==> src/rtl/mario_hs_pkg.sv <==
// Shared types and constants for the hiscore RAM arbiter: FSM state encoding,
// read-latency bounds and the default pause-acknowledge timeout.
package mario_hs_pkg;

   typedef enum logic [2:0] {
      ST_IDLE,
      ST_PAUSE_WAIT,
      ST_GRANT,
      ST_RD_WAIT,
      ST_RELEASE,
      ST_REARM
   } hs_state_e;

   localparam int RD_LAT_MAX    = 4;
   localparam int PAUSE_TMO_DEF = 1023;

   // Keeps an out-of-range latency parameter from building a zero-width or oversized pipe.
   function automatic int clamp_lat(input int lat);
      if (lat < 1) return 1;
      if (lat > RD_LAT_MAX) return RD_LAT_MAX;
      return lat;
   endfunction

endpackage

==> src/rtl/hs_ram_arbiter_if.sv <==
// Hiscore engine <-> arbiter handshake bus: level request, qualified strobes,
// registered read return and error pulse.
interface hs_ram_arbiter_if #(
   parameter int ADDR_W = 16
) ();
   logic              req;
   logic              stb;
   logic              we;
   logic [ADDR_W-1:0] addr;
   logic [7:0]        wdata;
   logic              ready;
   logic              valid;
   logic [7:0]        rdata;
   logic              err;

   modport master (output req, stb, we, addr, wdata, input ready, valid, rdata, err);
   modport slave  (input req, stb, we, addr, wdata, output ready, valid, rdata, err);
endinterface

==> src/rtl/hs_ram_arbiter_rd_delay.sv <==
// Read-valid delay line: a launch pulse emerges on done RD_LAT cycles later;
// flush drops anything in flight.
module hs_rd_delay #(
   parameter int RD_LAT = 1
) (
   input  logic clk_sys,
   input  logic reset,
   input  logic flush,
   input  logic launch,
   output logic done
);
   logic [RD_LAT-1:0] stage_reg;
   logic [RD_LAT-1:0] stage_next;

   genvar gi;
   generate
      for (gi = 0; gi < RD_LAT; gi++) begin : g_stage
         if (gi == 0) begin : g_head
            assign stage_next[gi] = launch;
         end else begin : g_tail
            assign stage_next[gi] = stage_reg[gi-1];
         end
      end
   endgenerate

   always_ff @(posedge clk_sys) begin
      if (reset || flush) begin
         stage_reg <= '0;
      end else begin
         stage_reg <= stage_next;
      end
   end

   assign done = stage_reg[RD_LAT-1];
endmodule

==> src/rtl/hs_ram_arbiter.sv <==
// Shares the CPU work-RAM port with the hiscore engine: pauses the CPU, grants
// the port for single-byte accesses, and hands it back on release or fault.
module hs_ram_arbiter
   import mario_hs_pkg::*;
#(
   parameter int ADDR_W    = 16,
   parameter int RD_LAT    = 1,
   parameter int PAUSE_TMO = PAUSE_TMO_DEF
) (
   input  logic              clk_sys,
   input  logic              reset,
   input  logic [ADDR_W-1:0] cpu_addr,
   input  logic              cpu_we,
   input  logic [7:0]        cpu_wdata,
   hs_ram_arbiter_if.slave   hs,
   output logic              cpu_pause_req,
   input  logic              cpu_paused,
   output logic [ADDR_W-1:0] ram_addr,
   output logic              ram_we,
   output logic [7:0]        ram_wdata,
   input  logic [7:0]        ram_rdata
);
   localparam int LAT   = clamp_lat(RD_LAT);
   localparam int CNT_W = (PAUSE_TMO < 1) ? 1 : $clog2(PAUSE_TMO + 1);

   hs_state_e         state_reg, state_next;
   logic [CNT_W-1:0]  tmo_cnt_reg, tmo_cnt_next;
   logic [ADDR_W-1:0] addr_reg, addr_next;
   logic [7:0]        rdata_reg, rdata_next;
   logic              valid_reg, valid_next;
   logic              err_reg, err_next;
   logic              rd_launch, rd_flush, rd_done;

   hs_rd_delay #(.RD_LAT(LAT)) u_rd_delay (
      .clk_sys (clk_sys),
      .reset   (reset),
      .flush   (rd_flush),
      .launch  (rd_launch),
      .done    (rd_done)
   );

   always_ff @(posedge clk_sys) begin
      if (reset) begin
         state_reg   <= ST_IDLE;
         tmo_cnt_reg <= '0;
         addr_reg    <= '0;
         rdata_reg   <= '0;
         valid_reg   <= 1'b0;
         err_reg     <= 1'b0;
      end else begin
         state_reg   <= state_next;
         tmo_cnt_reg <= tmo_cnt_next;
         addr_reg    <= addr_next;
         rdata_reg   <= rdata_next;
         valid_reg   <= valid_next;
         err_reg     <= err_next;
      end
   end

   always_comb begin
      state_next    = state_reg;
      tmo_cnt_next  = '0;
      addr_next     = addr_reg;
      rdata_next    = rdata_reg;
      valid_next    = 1'b0;
      err_next      = 1'b0;
      rd_launch     = 1'b0;
      rd_flush      = 1'b0;
      hs.ready      = 1'b0;
      cpu_pause_req = 1'b0;
      ram_addr      = cpu_addr;
      ram_we        = cpu_we;
      ram_wdata     = cpu_wdata;

      unique case (state_reg)
         ST_IDLE: begin
            if (hs.req) state_next = ST_PAUSE_WAIT;
         end
         ST_PAUSE_WAIT: begin
            cpu_pause_req = 1'b1;
            if (!hs.req) begin
               state_next = ST_RELEASE;
            end else if (cpu_paused) begin
               state_next = ST_GRANT;
            end else if (tmo_cnt_reg == CNT_W'(PAUSE_TMO)) begin
               err_next   = 1'b1;
               state_next = ST_REARM;
            end else begin
               tmo_cnt_next = tmo_cnt_reg + 1'b1;
            end
         end
         ST_GRANT: begin
            cpu_pause_req = 1'b1;
            ram_addr      = hs.addr;
            ram_wdata     = hs.wdata;
            ram_we        = 1'b0;
            // A falling request or lost pause wins over a strobe in the same cycle.
            if (!cpu_paused) begin
               err_next   = 1'b1;
               state_next = ST_RELEASE;
            end else if (!hs.req) begin
               state_next = ST_RELEASE;
            end else begin
               hs.ready = 1'b1;
               if (hs.stb && hs.we) begin
                  ram_we = 1'b1;
               end else if (hs.stb) begin
                  addr_next  = hs.addr;
                  rd_launch  = 1'b1;
                  state_next = ST_RD_WAIT;
               end
            end
         end
         ST_RD_WAIT: begin
            cpu_pause_req = 1'b1;
            ram_addr      = addr_reg;
            ram_wdata     = hs.wdata;
            ram_we        = 1'b0;
            if (!cpu_paused) begin
               err_next   = 1'b1;
               rd_flush   = 1'b1;
               state_next = ST_RELEASE;
            end else if (rd_done) begin
               rdata_next = ram_rdata;
               valid_next = 1'b1;
               state_next = ST_GRANT;
            end
         end
         ST_RELEASE: begin
            cpu_pause_req = 1'b1;
            ram_addr      = hs.addr;
            ram_wdata     = hs.wdata;
            ram_we        = 1'b0;
            state_next    = ST_IDLE;
         end
         ST_REARM: begin
            if (!hs.req) state_next = ST_IDLE;
         end
         default: begin
            state_next = ST_IDLE;
         end
      endcase

      // Reset hands the CPU its port and pause line back in the same cycle.
      if (reset) begin
         cpu_pause_req = 1'b0;
         hs.ready      = 1'b0;
         rd_launch     = 1'b0;
         ram_addr      = cpu_addr;
         ram_we        = cpu_we;
         ram_wdata     = cpu_wdata;
      end
   end

   assign hs.valid = valid_reg;
   assign hs.rdata = rdata_reg;
   assign hs.err   = err_reg;
endmodule

==> src/flat_wrapper.sv <==
// flat-port wrapper written by rule: the top's interface ports become plain ports
module hs_ram_arbiter_flat import mario_hs_pkg::*;
#(
   parameter int ADDR_W    = 16,
   parameter int RD_LAT    = 1,
   parameter int PAUSE_TMO = PAUSE_TMO_DEF
)
  (clk_sys, reset, cpu_addr, cpu_we, cpu_wdata, cpu_pause_req, cpu_paused, ram_addr, ram_we, ram_wdata, ram_rdata, hs_req, hs_stb, hs_we, hs_addr, hs_wdata, hs_ready, hs_valid, hs_rdata, hs_err);
  hs_ram_arbiter_if #(.ADDR_W(ADDR_W)) hs_i ();
  input  logic clk_sys;
  input  logic reset;
  input  logic [ADDR_W-1:0] cpu_addr;
  input  logic cpu_we;
  input  logic [7:0] cpu_wdata;
  output logic cpu_pause_req;
  input  logic cpu_paused;
  output logic [ADDR_W-1:0] ram_addr;
  output logic ram_we;
  output logic [7:0] ram_wdata;
  input  logic [7:0] ram_rdata;
  input wire logic [$bits(hs_i.req)-1:0] hs_req;
  input wire logic [$bits(hs_i.stb)-1:0] hs_stb;
  input wire logic [$bits(hs_i.we)-1:0] hs_we;
  input wire logic [$bits(hs_i.addr)-1:0] hs_addr;
  input wire logic [$bits(hs_i.wdata)-1:0] hs_wdata;
  output wire logic [$bits(hs_i.ready)-1:0] hs_ready;
  output wire logic [$bits(hs_i.valid)-1:0] hs_valid;
  output wire logic [$bits(hs_i.rdata)-1:0] hs_rdata;
  output wire logic [$bits(hs_i.err)-1:0] hs_err;
  assign hs_i.req = hs_req;
  assign hs_i.stb = hs_stb;
  assign hs_i.we = hs_we;
  assign hs_i.addr = hs_addr;
  assign hs_i.wdata = hs_wdata;
  assign hs_ready = hs_i.ready;
  assign hs_valid = hs_i.valid;
  assign hs_rdata = hs_i.rdata;
  assign hs_err = hs_i.err;
  hs_ram_arbiter #(.ADDR_W(ADDR_W), .RD_LAT(RD_LAT), .PAUSE_TMO(PAUSE_TMO)) u_core (.clk_sys(clk_sys), .reset(reset), .cpu_addr(cpu_addr), .cpu_we(cpu_we), .cpu_wdata(cpu_wdata), .hs(hs_i), .cpu_pause_req(cpu_pause_req), .cpu_paused(cpu_paused), .ram_addr(ram_addr), .ram_we(ram_we), .ram_wdata(ram_wdata), .ram_rdata(ram_rdata));
endmodule
==> config.mk <==
export PLATFORM = sky130hd
export DESIGN_NAME = hs_ram_arbiter_flat
export DESIGN_NICKNAME = d
export VERILOG_FILES = /design/src/rtl/mario_hs_pkg.sv /design/src/rtl/hs_ram_arbiter_if.sv /design/src/rtl/hs_ram_arbiter_rd_delay.sv /design/src/rtl/hs_ram_arbiter.sv /design/src/flat_wrapper.sv
export SDC_FILE = /design/constraint.sdc
export NUM_CORES = 1
export LEC_CHECK = 0
export CAP_MARGIN = 30
export CORE_ASPECT_RATIO = 0.6
export CORE_MARGIN = 2
export CORE_UTILIZATION = 36
export CTS_CLUSTER_SIZE = 8
export DETAILED_ROUTE_END_ITERATION = 12
export GPL_TIMING_DRIVEN = 0
export PLACE_DENSITY_LB_ADDON = 0.25
export SLEW_MARGIN = 20
export SYNTH_ARGS = -nofsm -noshare
export SYNTH_HDL_FRONTEND = slang
export SYNTH_HIERARCHICAL = 1
export SYNTH_SLANG_ARGS = --single-unit
==> constraint.sdc <==
create_clock -name clk_sys -period 1.7 [get_ports clk_sys]
set_input_delay 0.17 -clock clk_sys [delete_from_list [all_inputs] [get_ports clk_sys]]
set_output_delay 0.17 -clock clk_sys [all_outputs]
set_load 0.005 [all_outputs]
==> qor.txt <==
Reg2Reg Depth - 6
CTS tree - yes
Setup Skew - 6.68 ps
ys async rst share - 0%
Synth Flop Type - dfxtp_1
failing checks - setup timing
Die H - 62.3 µm
placed cell area - 0.00311 mm²
Total GRT Usage - 19.4%
VDD IR max - 0.292 mV
Yosys cell types - 41
status - finished with violations
RSZ-0062 raised after global routing - true
starting density of the core - 37.0%
post-route minimum period - 1940 ps
Leak - 0.00134 µW
worst endpoint data arrival time - 1770 ps
vias in the first global route - 2,077
mean area per synthesized cell - 9.19 µm²
Iter 0 DRT Violations - 64
multi-input combinational cell area - 0.00129 mm²
Post-synth EDFFs - 0
Avg WL per Cell - 14.5 µm
Final Core Density - 63.7%
cts hold-fix bufs - 0
final wirelength - 6050 µm
Min-Delay Path Class - in -> reg
final worst setup slack - -241 ps
max_slew headroom - 64.5%
Hold WS - 213 ps
CTS Buf Count - 5
sequential cell area fraction in the yosys report - 39.3%
Slew Limit Fails - 0
Worst-path clk slew - 80 ps
Residual DRC - 0
Clock Latency Late Sink - 290 ps
Worst Hold Depth - 2
share of post-route cells with drive strength above 1 - 29.7%
Setup CP Type - reg -> out
vias per inst - 5.12
Power Density - 605 mW/mm²
final HPWL from detailed placement - 4190 µm
io pins - 100
Layout Cells excl Fill - 416
global route overflow - 0
Fmax - 515 MHz
Ys Warns - 6
CP required - 1530 ps
initial antenna violation count - 0
Startpoint Class - flip-flop
placed cell count - 389
sequential cell area - 807 µm²
CTS max path bufs - 2
MaxCap Viol Count - 0
Cell Rows - 21
# diodes - 0
crit end category - output pin
Num Clock Sinks - 40
nets - 410
die width - 101 µm
# setup viols final - 26
Seq cells post-synth - 40
max reg flops - 16
final hold violations - 0
Mapped Nets - 286
final period utilization - 114%
routability congestion estimate - 0.810
synthesized netlist cell count - 222
FILL cells - 468
H-tree Lvls - 2
Synth Cell Area - 0.00204 mm²
largest net degree at the start of global routing - 13
routed vias - 2,130
area grow syn2layout - 72.3%
Die Area - 0.00630 mm²
CP Max Fanout - 4
post-route cell area - 0.00351 mm²
area of the core - 0.00552 mm²
global-route wire length before repair - 9690 µm
number of buffers added on ports - 98
Worst Tran Pin Value - 532 ps
Final ANT Viol Nets - 0
root cell of the clock tree - clkbuf_8
first drt pass iteration count - 4
-- path summary, 6_finish.rpt --
path / end / slack [ps] / startpoint
worst min-delay path: u_core/hs.err / 210 / cpu_paused
worst min register to register: u_core/hs.rdata[5] / 460 / u_core/hs.rdata[5]
worst max register to register: u_core/addr_reg[8] / 110 / u_core/state_reg[2]
worst max-delay path: ram_we / -240 / u_core/state_reg[2]
-- worst max-delay path: stages (launching register included) --
cell	delay, ps
dfxtp_4	400
and3b_2	250
o21bai_4	160
buf_6	140
buf_6	110
mux2_4	300
buf_6	110
-- cells by family after synthesis --
| group | synth area share (%) |
|---|---|
| fa+ha+maj | 1.10 |
| mux | 12.8 |
| simple gates | 19.4 |
| flops | 39.3 |
| xor+xnor | 4.29 |
| buf+inv | 4.78 |
| compound gates | 18.3 |
-- layout by cell type, fill, tap and decap left out, drive strengths merged, types with 2 or more instances in the layout --
cell           synthesis  final
dfxtp                 40     40
xor2                   7      7
a21oi                 10     10
nand4                  3      3
o2bb2ai               16     16
xnor2                  3      3
nand3                  4      4
inv                    3      3
clkdlybuf4s50          0     70
nor4                   2      2
buf                   12     57
o32ai                  2      2
a22oi                 16     16
mux2                   9      9
nand2                 22     22
clkbuf                 3     10
nor2                  32     32
and4                   3      3
mux2i                 16     16
a31oi                  2      2
and3                   4      4
-- repair_timing --
| action | CTS | global route |
|---|---|---|
| gates cloned | 0 | 0 |
| setup endpoints to repair | 37 | 47 |
| gates resized for setup | 158 | 22 |
| buffers inserted | 20 | 2 |
| pin swaps | 10 | 13 |
-- cells in the mapped netlist (all sizes together), types with 4 or more instances --
| master | number | area (µm²) |
|---|---|---|
| nand3 | 4 | 20.0 |
| mux2i | 16 | 160 |
| xor2 | 7 | 61.3 |
| o2bb2ai | 16 | 140 |
| dfxtp | 40 | 801 |
| nand2 | 22 | 82.6 |
| a22oi | 16 | 120 |
| nor2 | 32 | 128 |
| mux2 | 9 | 101 |
| a21oi | 10 | 50.1 |
| buf | 12 | 73.8 |
| and3 | 4 | 25.0 |
-- cell type report --
cell class	count	share of cell area, %
inverters	3	0.320
clock inverters	2	0.997
multi-input cells	164	36.6
repair buffers	118	31.4
well taps	69	2.46
flip-flops and latches	40	23.0
plain buffers	14	3.13
clock buffers	6	2.06
-- metrics by stage --
stage / setup WS [ps] / TNS [ps] / power [µW]
global route: -316 / -6690 / 2240
detailed placement: -639 / -19300 / 1350
floorplan: 54.1 / 0 / 1090
global placement: -659 / -18690 / 1350
finish: -241 / -4270 / 2130
CTS: -287 / -6310 / 2130
-- routing by layer --
layer | GRT usage, % | wire, µm | share of wire, %
met5 | 0 | 0 | 0
met4 | 5.57 | 49 | 0.81
met3 | 5.74 | 487 | 8.1
met2 | 28.3 | 2560 | 42
met1 | 27.5 | 2960 | 49
-- report_power, final --
part           switching [µW]  leakage [µW]  internal, µW
Sequential               5.68      0.000324           940
Combinational             154      0.000964           279
Clock                     314     0.0000552           435
Total                     474       0.00134          1650
Note: power is estimated with default switching activity, not from simulation.
